<file path="src/rtl/if_queue_pkg.sv">
// Shared core definitions used by the fetch/decode instruction queue.
package if_queue_pkg;

  localparam int XLEN = 32;
  localparam logic [XLEN-1:0] CORE_NOP_INST = 32'h0000_0013;

  typedef struct packed {
    logic [XLEN-1:0] pc;
    logic [XLEN-1:0] inst;
  } entry_t;

endpackage

</file>
<file path="src/rtl/if_queue.sv">
// Fetch-to-decode instruction queue, DEPTH entries; one cycle from push to head, no bypass.
// Backpressure: stall to fetch while full; head held until decode raises id_ready; flush empties.
module if_queue
  import if_queue_pkg::*;
#(
  parameter int              DEPTH    = 4,
  parameter logic [XLEN-1:0] NOP_INST = CORE_NOP_INST
) (
  input  logic            clk,
  input  logic            rstn,
  input  logic [XLEN-1:0] if_pc,
  input  logic [XLEN-1:0] if_inst,
  input  logic            j_flush,
  input  logic            b_flush,
  output logic            stall,
  output logic            id_valid,
  output logic [XLEN-1:0] id_pc,
  output logic [XLEN-1:0] id_inst,
  input  logic            id_ready
);

  localparam int AW = $clog2(DEPTH);
  localparam int CW = AW + 1;

  entry_t        mem [DEPTH];
  entry_t        head;
  logic [AW-1:0] rd_ptr;
  logic [AW-1:0] wr_ptr;
  logic [CW-1:0] count;
  logic          flush;
  logic          push;
  logic          pop;

  assign flush    = j_flush | b_flush;
  assign stall    = (count == CW'(DEPTH));
  assign id_valid = (count != '0);
  // Push is blocked whenever full, even if a pop frees a slot this same cycle.
  assign push     = !flush && !stall;
  assign pop      = id_valid && id_ready && !flush;

  assign head    = mem[rd_ptr];
  assign id_pc   = id_valid ? head.pc   : '0;
  assign id_inst = id_valid ? head.inst : NOP_INST;

  always_ff @(posedge clk) begin
    if (push) begin
      mem[wr_ptr] <= '{pc: if_pc, inst: if_inst};
    end
  end

  // DEPTH is a power of two, so pointers wrap by natural overflow.
  always_ff @(posedge clk or negedge rstn) begin
    if (!rstn) begin
      rd_ptr <= '0;
      wr_ptr <= '0;
      count  <= '0;
    end else if (flush) begin
      rd_ptr <= '0;
      wr_ptr <= '0;
      count  <= '0;
    end else begin
      if (push) wr_ptr <= wr_ptr + 1'b1;
      if (pop)  rd_ptr <= rd_ptr + 1'b1;
      if (push && !pop) begin
        count <= count + 1'b1;
      end else if (pop && !push) begin
        count <= count - 1'b1;
      end
    end
  end

endmodule
</file>
<file path="config.mk">
export PLATFORM = sky130hd
export DESIGN_NAME = if_queue
export DESIGN_NICKNAME = d
export VERILOG_FILES = /design/src/rtl/if_queue_pkg.sv /design/src/rtl/if_queue.sv
export SDC_FILE = /design/constraint.sdc
export NUM_CORES = 1
export LEC_CHECK = 0
export ABC_CLOCK_PERIOD_IN_PS = 3500
export BUFFER_PORTS_ARGS = -buffer_cell sky130_fd_sc_hd__clkbuf_2
export CORE_MARGIN = 1
export CORE_UTILIZATION = 37
export CTS_CLUSTER_SIZE = 30
export DETAILED_ROUTE_END_ITERATION = 10
export PLACE_DENSITY = 0.63
export SETUP_SLACK_MARGIN = 0.1
export SLEW_MARGIN = 20
export SYNTH_ARGS = -nofsm -noshare
export SYNTH_HDL_FRONTEND = slang
export SYNTH_SLANG_ARGS = --single-unit
export TNS_END_PERCENT = 30
</file>
<file path="constraint.sdc">
create_clock -name clk -period 3.5 [get_ports clk]
set_input_delay 0.525 -clock clk [delete_from_list [all_inputs] [get_ports clk]]
set_output_delay 0.525 -clock clk [all_outputs]
set_load 0.02 [all_outputs]
</file>
==> reports/metrics.yaml, run 1 <==
layout:
  fin_nets: 680
  final_common_cell: "edfxtp_1"
  drive_above_1_share_pct: 40.42
  final_cell_mix: "256 x edfxtp_1, 134 x clkbuf_2, 64 x mux4_2, 61 x and2_1, 29 x clkbuf_16"
  stdcell_area_um2: 12150
  areaGrowthSynthToFinish_pct: 19.83
  multi_input_area_um2: 2132
  fillCellCount: 2275
  regArea_um2: 7870
critical_path:
  worst_setup_path_start_kind: "flip-flop"
  cp_slowest_stage_delay_ns: 0.72
  endpoint: "id_inst[8]"
  cp.required_ns: 2.97
  regToRegStartpoint: "count[1]"
  cp-end-kind: "primary output"
  arrival_ns: 2.49
  path_depth: 5
  r2r-end: "count[1]"
  crit_chain: "or2_1, nor2_2, inv_2, and2_1, clkbuf_2"
  timing.critical_path.max_delay_family: "buffers and inverters"
  crit_buf_inv: 2
  slowest_stage: "inv_2"
  cp_max_fo: 62
  r2r_setup_slack_ns: 1.38
  cp-startpoint: "count[0]"
  r2r_cells: 5
  worst-setup-path-type: "flip-flop to primary output"
sta:
  setup_viol: 0
  fin_crit_sh_pct: 86.10
  slew_violations: 0
  max_freq_ghz: 0.3318
  clock_skew_ns: 0.006546
  worstMarginPinSlew_ns: 0.9865
  hold_viol: 0
  rsz0062_at_grt: "false"
  final.min_clock_period_ns: 3.013
  final.setup.tns_ns: 0
  slew_headroom_pct: 34.14
synthesis:
  syn-cell-area_um2: 10140
  yosys_warnings: 0
  ys_dominant_reg_cell: "edfxtp_1"
  avgSynthCellArea_um2: 22.18
  synth_top_area_share_pct: 75.82
  ys_seq_area_share_pct: 77.55
  synth_area_leader_cell: "edfxtp_1"
  synth_area_leaders: "edfxtp_1 76%, mux4_2 14%, and2_1 4.0%, dfrtp_1 1.7%, buf_6 0.56%"
  async_flop_share_pct: 2.662
  synth.distinct_cells: 28
  ys_seq_elements: 263
  syn_inst: 457
  synth_nets: 531
  synth_edf_count: 256
grt:
  track_usage_pct: 14.11
  grt_max_degree: 63
  grtUsageMet1_pct: 16.85
  grt_pass1_vias: 5344
  grt_pass1_wl_um: 30100
  grtUsageMet2_pct: 25.62
  antenna_found_initial: 1
  busiest_layer: "met2"
  met3_usage_pct: 3.191
  gr-total-overflow: 0
floorplan:
  std_cell_rows: 60
  start_util_pct: 37.62
  die_area_um2: 28070
  die_width_um: 167.5
  ioPinCount: 135
  dieHeight_um: 167.5
  core_um2: 26950
drt:
  drtIter0Drc: 233
  ant_nets: 0
  wl_um: 19330
  num_vias: 4821
  drt_pass1_iterations: 4
  drc: 0
  viasPerCell: 4.980
  wl_per_cell_um: 19.96
placed_design:
  port_buffers: 134
  placed_area_um2: 11250
  gp_congestion: 0.6631
  dp_hpwl_um: 11280
clock_tree:
  numCtsBuffers: 28
  clkTransAtPathRegs_ns: 0.06
  post_cts_resized: 0
  cts_root_buffer: "clkbuf_16"
  clockBufferDepth: 3
  cts_tree: "yes"
  clkLatencyLatePin_ns: 0.53
  clock_sinks: 263
  htree_levels: 1
flow_run:
  max_cap_violations: 0
power:
  vdd_drop_max_uv: 391.8
  power.density_nw_per_um2: 568.3
  leakagePower_nw: 4.117
status:
  outcome: "complete, no violations"
worst_hold_path:
  min_path_type: "input pin to flip-flop"
## synth_stat cells (all sizes together) (2+ instances only)
master and n:
edfxtp 256, xor2 2, inv 5, or2 5, dfrtp 7, nor3 2, ha 4, and2 65
mux4 64, o21ai 2, a21oi 4, buf 14, clkbuf 9, or3 2, nor2 7
## per-stage QoR
step	total power, mW	instances	utilization [%]	hold slack, ns	setup slack [ns]
global route	7.147	967	45.07	0.1830	0.2426
finish	6.905	968	45.08	0.2080	0.4866
detailed placement	4.128	916	41.73	0.3815	0.9745
CTS	7.003	967	45.07	0.1780	0.4004
floorplan	3.923	457	-	0.2294	0.4003
global placement	4.107	916	41.73	0.3728	1.076
## layout make-up
class / count / share of cell area (%)
multi-input combinational: 166 / 17.55
tap: 341 / 3.512
clock buffer: 33 / 6.097
clock inverter: 17 / 1.236
antenna: 1 / 0.02060
inverter: 5 / 0.1545
timing repair buffer: 142 / 6.653
sequential: 263 / 64.78
## registers in the layout (all words and copies together) (netlist names)
register and cells:
count 3, rd_ptr 2, mem 256, wr_ptr 2
## power breakdown
part	switching [mW]	internal [mW]
clock	1.14	1.71
combinational	0.303	0.198
sequential	0.0195	3.53
total	1.46	5.44
## cell families after synthesis
family,synth area share [%]
flip-flops,77.55
AND/OR/NAND/NOR,5.072
multiplexers,14.32
buffers and inverters,1.518
AO/OA/AOI/OAI,0.5925
adder cells (fa/ha/maj),0.6911
XOR/XNOR,0.2592
## how the worst min path moves through the flow
| stage | from | to | depth (start not counted) |
|---|---|---|---|
| after floorplan | rstn | count[0] | 0 |
| after global placement | rstn | wr_ptr[1] | 1 |
| after detailed placement | rstn | wr_ptr[1] | 1 |
| after CTS | if_inst[18] | mem[2][18] | 1 |
| after global routing | if_pc[3] | mem[0][35] | 1 |
| final | if_inst[18] | mem[3][18] | 1 |
## what timing repair did
item	CTS	global route
hold buffers	1	0
hold endpoints to repair	7	0
setup buffers	0	0
setup endpoints to repair	0	0
## routing by layer
metal,part of all wire [%],wire length (um)
met3,4.9,947
met2,52,10080
met4,2.3,442
met5,0,0
met1,41,7853
No activity file was read; power rests on OpenSTA's default activity.
==> run 2: changes to the inputs <==
--- a/config.mk
+++ b/config.mk
@@ -5,7 +5,7 @@
 export SDC_FILE = /design/constraint.sdc
 export NUM_CORES = 1
 export LEC_CHECK = 0
-export ABC_CLOCK_PERIOD_IN_PS = 3500
+export ABC_CLOCK_PERIOD_IN_PS = 3060
 export BUFFER_PORTS_ARGS = -buffer_cell sky130_fd_sc_hd__clkbuf_2
 export CORE_MARGIN = 1
 export CORE_UTILIZATION = 37
==> constraint.sdc (replaced) <==
create_clock -name clk -period 3.06 [get_ports clk]
set_input_delay 0.306 -clock clk [delete_from_list [all_inputs] [get_ports clk]]
set_output_delay 0.306 -clock clk [all_outputs]
set_load 0.02 [all_outputs]
==> reports/metrics.yaml, run 2 (same netlist as run 1, synthesis figures left out) <==
drt:
  route.met3.wl_um: 825  # was 947 um
  top_layer: "met4"  # unchanged
  drc: 0  # unchanged
  wl_met2_um: 9690  # was 10080 um
  met1_length_um: 8182  # was 7853 um
  ant_nets: 0  # unchanged
  drt_pass1_iterations: 4  # unchanged
  drtIter0Drc: 305  # was 233
  num_vias: 5063  # was 4821
  wl_per_cell_um: 18.48  # was 19.96 um
  viasPerCell: 4.901  # was 4.980
  wl_um: 19090  # was 19330 um
clock_tree:
  cts_setup_buffers: 0  # unchanged
  clkTransAtPathRegs_ns: 0.06  # about the same
  clock_sinks: 263  # unchanged
  clkLatencyLatePin_ns: 0.52  # was 0.53 ns
  cts_root_buffer: "clkbuf_16"  # unchanged
  htree_levels: 1  # unchanged
  cts_tree: "yes"  # unchanged
  clockBufferDepth: 3  # unchanged
  numCtsBuffers: 28  # unchanged
flow_run:
  max_cap_violations: 0  # unchanged
sta:
  final.setup.tns_ns: 0  # unchanged
  final.min_clock_period_ns: 2.673
  fin_crit_sh_pct: 87.36
  slew_headroom_pct: 63.77  # was 34.14%
  slew_violations: 0  # unchanged
  setup_viol: 0  # unchanged
  hold_viol: 0  # unchanged
  timing.final.ws_setup_ns: 0.3867  # was 0.4866 ns
  rsz0062_at_grt: "false"  # unchanged
  clock_skew_ns: 0.005493  # was 0.006546 ns
  worstMarginPinSlew_ns: 0.5435  # was 0.9865 ns
  max_freq_ghz: 0.3741
layout:
  final_common_cell: "edfxtp_1"  # unchanged
  areaGrowthSynthToFinish_pct: 26.57  # was 19.83%
  fin_nets: 745  # was 680
  drive_above_1_share_pct: 36.76  # was 40.42%
  top_register: "mem"  # unchanged
  largest_reg_flops: 256  # unchanged
  final_cell_mix: "256 x edfxtp_1, 134 x clkbuf_2, 64 x mux4_2, 62 x dlygate4sd3_1, 61 x and2_1"  # was 256 x edfxtp_1, 134 x clkbuf_2, 64 x mux4_2, 61 x and2_1, 29 x clkbuf_16
  reg_top3: "mem x256, count x3"  # unchanged
critical_path:
  cp.required_ns: 2.75  # was 2.97 ns
  cp-startpoint: "rd_ptr[0]"  # was count[0]
  worst-setup-path-type: "flip-flop to primary output"  # unchanged
  cp-end-kind: "primary output"  # unchanged
  worst_setup_path_start_kind: "flip-flop"  # unchanged
  arrival_ns: 2.37  # was 2.49 ns
  cp_max_fo: 37  # was 62
  regToRegStartpoint: "count[0]"  # was count[1]
power:
  vdd_drop_max_uv: 409.7  # was 391.8 uV
  leakagePower_nw: 4.394  # was 4.117 nW
  p_total_mw: 8.058  # was 6.905 mW
  power.density_nw_per_um2: 627.9  # was 568.3 nW/um2
grt:
  grt_max_degree: 63  # unchanged
  track_usage_pct: 13.97  # was 14.11%
  gr-total-overflow: 0  # unchanged
  antenna_found_initial: 1  # unchanged
  grt_pass1_vias: 5539  # was 5344
  grt_pass1_wl_um: 30330  # was 30100 um
floorplan:
  start_util_pct: 37.62  # unchanged
  ioPinCount: 135  # unchanged
  core_um2: 26950  # unchanged
  die_width_um: 167.5  # unchanged
  std_cell_rows: 60  # unchanged
  die_area_um2: 28070  # unchanged
  dieHeight_um: 167.5  # unchanged
worst_hold_path:
  min_path_type: "input pin to flip-flop"  # unchanged
  hp-start: "if_inst[15]"  # was if_inst[18]
placed_design:
  gp_congestion: 0.6631  # unchanged
  port_buffers: 134  # unchanged
  dpl_worst_slack_ns: 0.8120  # was 0.9745 ns
  dp_hpwl_um: 11560  # was 11280 um
status:
  outcome: "complete, no violations"  # unchanged
## run 2: changes by cell type in the layout (fill, tap and decap cells not counted)
cell,before,now
buf_12,6,7
buf_4,1,4
bufinv_16,3,4
clkbuf_1,4,8
clkinv_1,8,7
clkinv_2,6,0
clkinv_4,0,1
clkinvlp_4,0,1
dlygate4sd3_1,1,62
inv_2,1,0
inv_4,0,1
## run 2: stage by stage
step           cells  hold slack (ns)  utilization [%]  instance area [um2]
2_1_floorplan    457          0.01041                -                10140
3_3_place_gp     920           0.1558            41.88                11290
3_5_place_dp     920           0.1619            41.88                11290
4_1_cts         1032         0.003628            47.60                12830
5_1_grt         1032          0.01512            47.60                12830
6_report        1033          0.02949            47.61                12830
## run 2: layout make-up
type / instances / area (um2)
Antenna cell: 1 / 2.502
Tap cell: 341 / 426.7
Sequential cell: 263 / 7870
Timing Repair Buffer: 207 / 1461
Fill cell: 2246 / 14120
Clock buffer: 37 / 755.7
Clock inverter: 13 / 162.7
Inverter: 5 / 21.27
Multi-Input combinational cell: 166 / 2132
## run 2: timing repair
action | CTS | global route
endpoints found under the setup margin | 0 | 14
resized for setup | 0 | 2
endpoints found under the hold margin | 251 | 0
hold buffers | 62 | 0
## run 2: worst paths after layout
path	to	slack, ns	cells after the start
setup / recovery	id_inst[31]	0.39	4
hold / removal	mem[3][15]	0.03	1
setup reg to reg	count[1]	0.88	5
hold reg to reg	wr_ptr[1]	0.60	2
max in group asynchronous	rd_ptr[1]	2.69	2
min in group asynchronous	rd_ptr[0]	0.18	2
## run 2: power breakdown
group          internal (mW)  switching (mW)  leakage, nW
sequential              4.04          0.0257         2.42
clock                   2.06            1.30        0.439
combinational          0.281           0.358         1.54
## run 2: worst max-delay path, cell delays in order (launching register included)
cell and delay (ns):
dfrtp_4 0.58, buf_12 0.33, mux4_2 0.58, and2_1 0.18, clkbuf_2 0.15
## run 2: layer usage
| metal | vias to the layer above | GRT usage [%] |
|---|---|---|
| li1 | 2282 | - |
| met1 | 2625 | 17.56 |
| met2 | 123 | 24.75 |
| met3 | 33 | 2.742 |
| met4 | 0 | 3.470 |
| met5 | - | 0 |
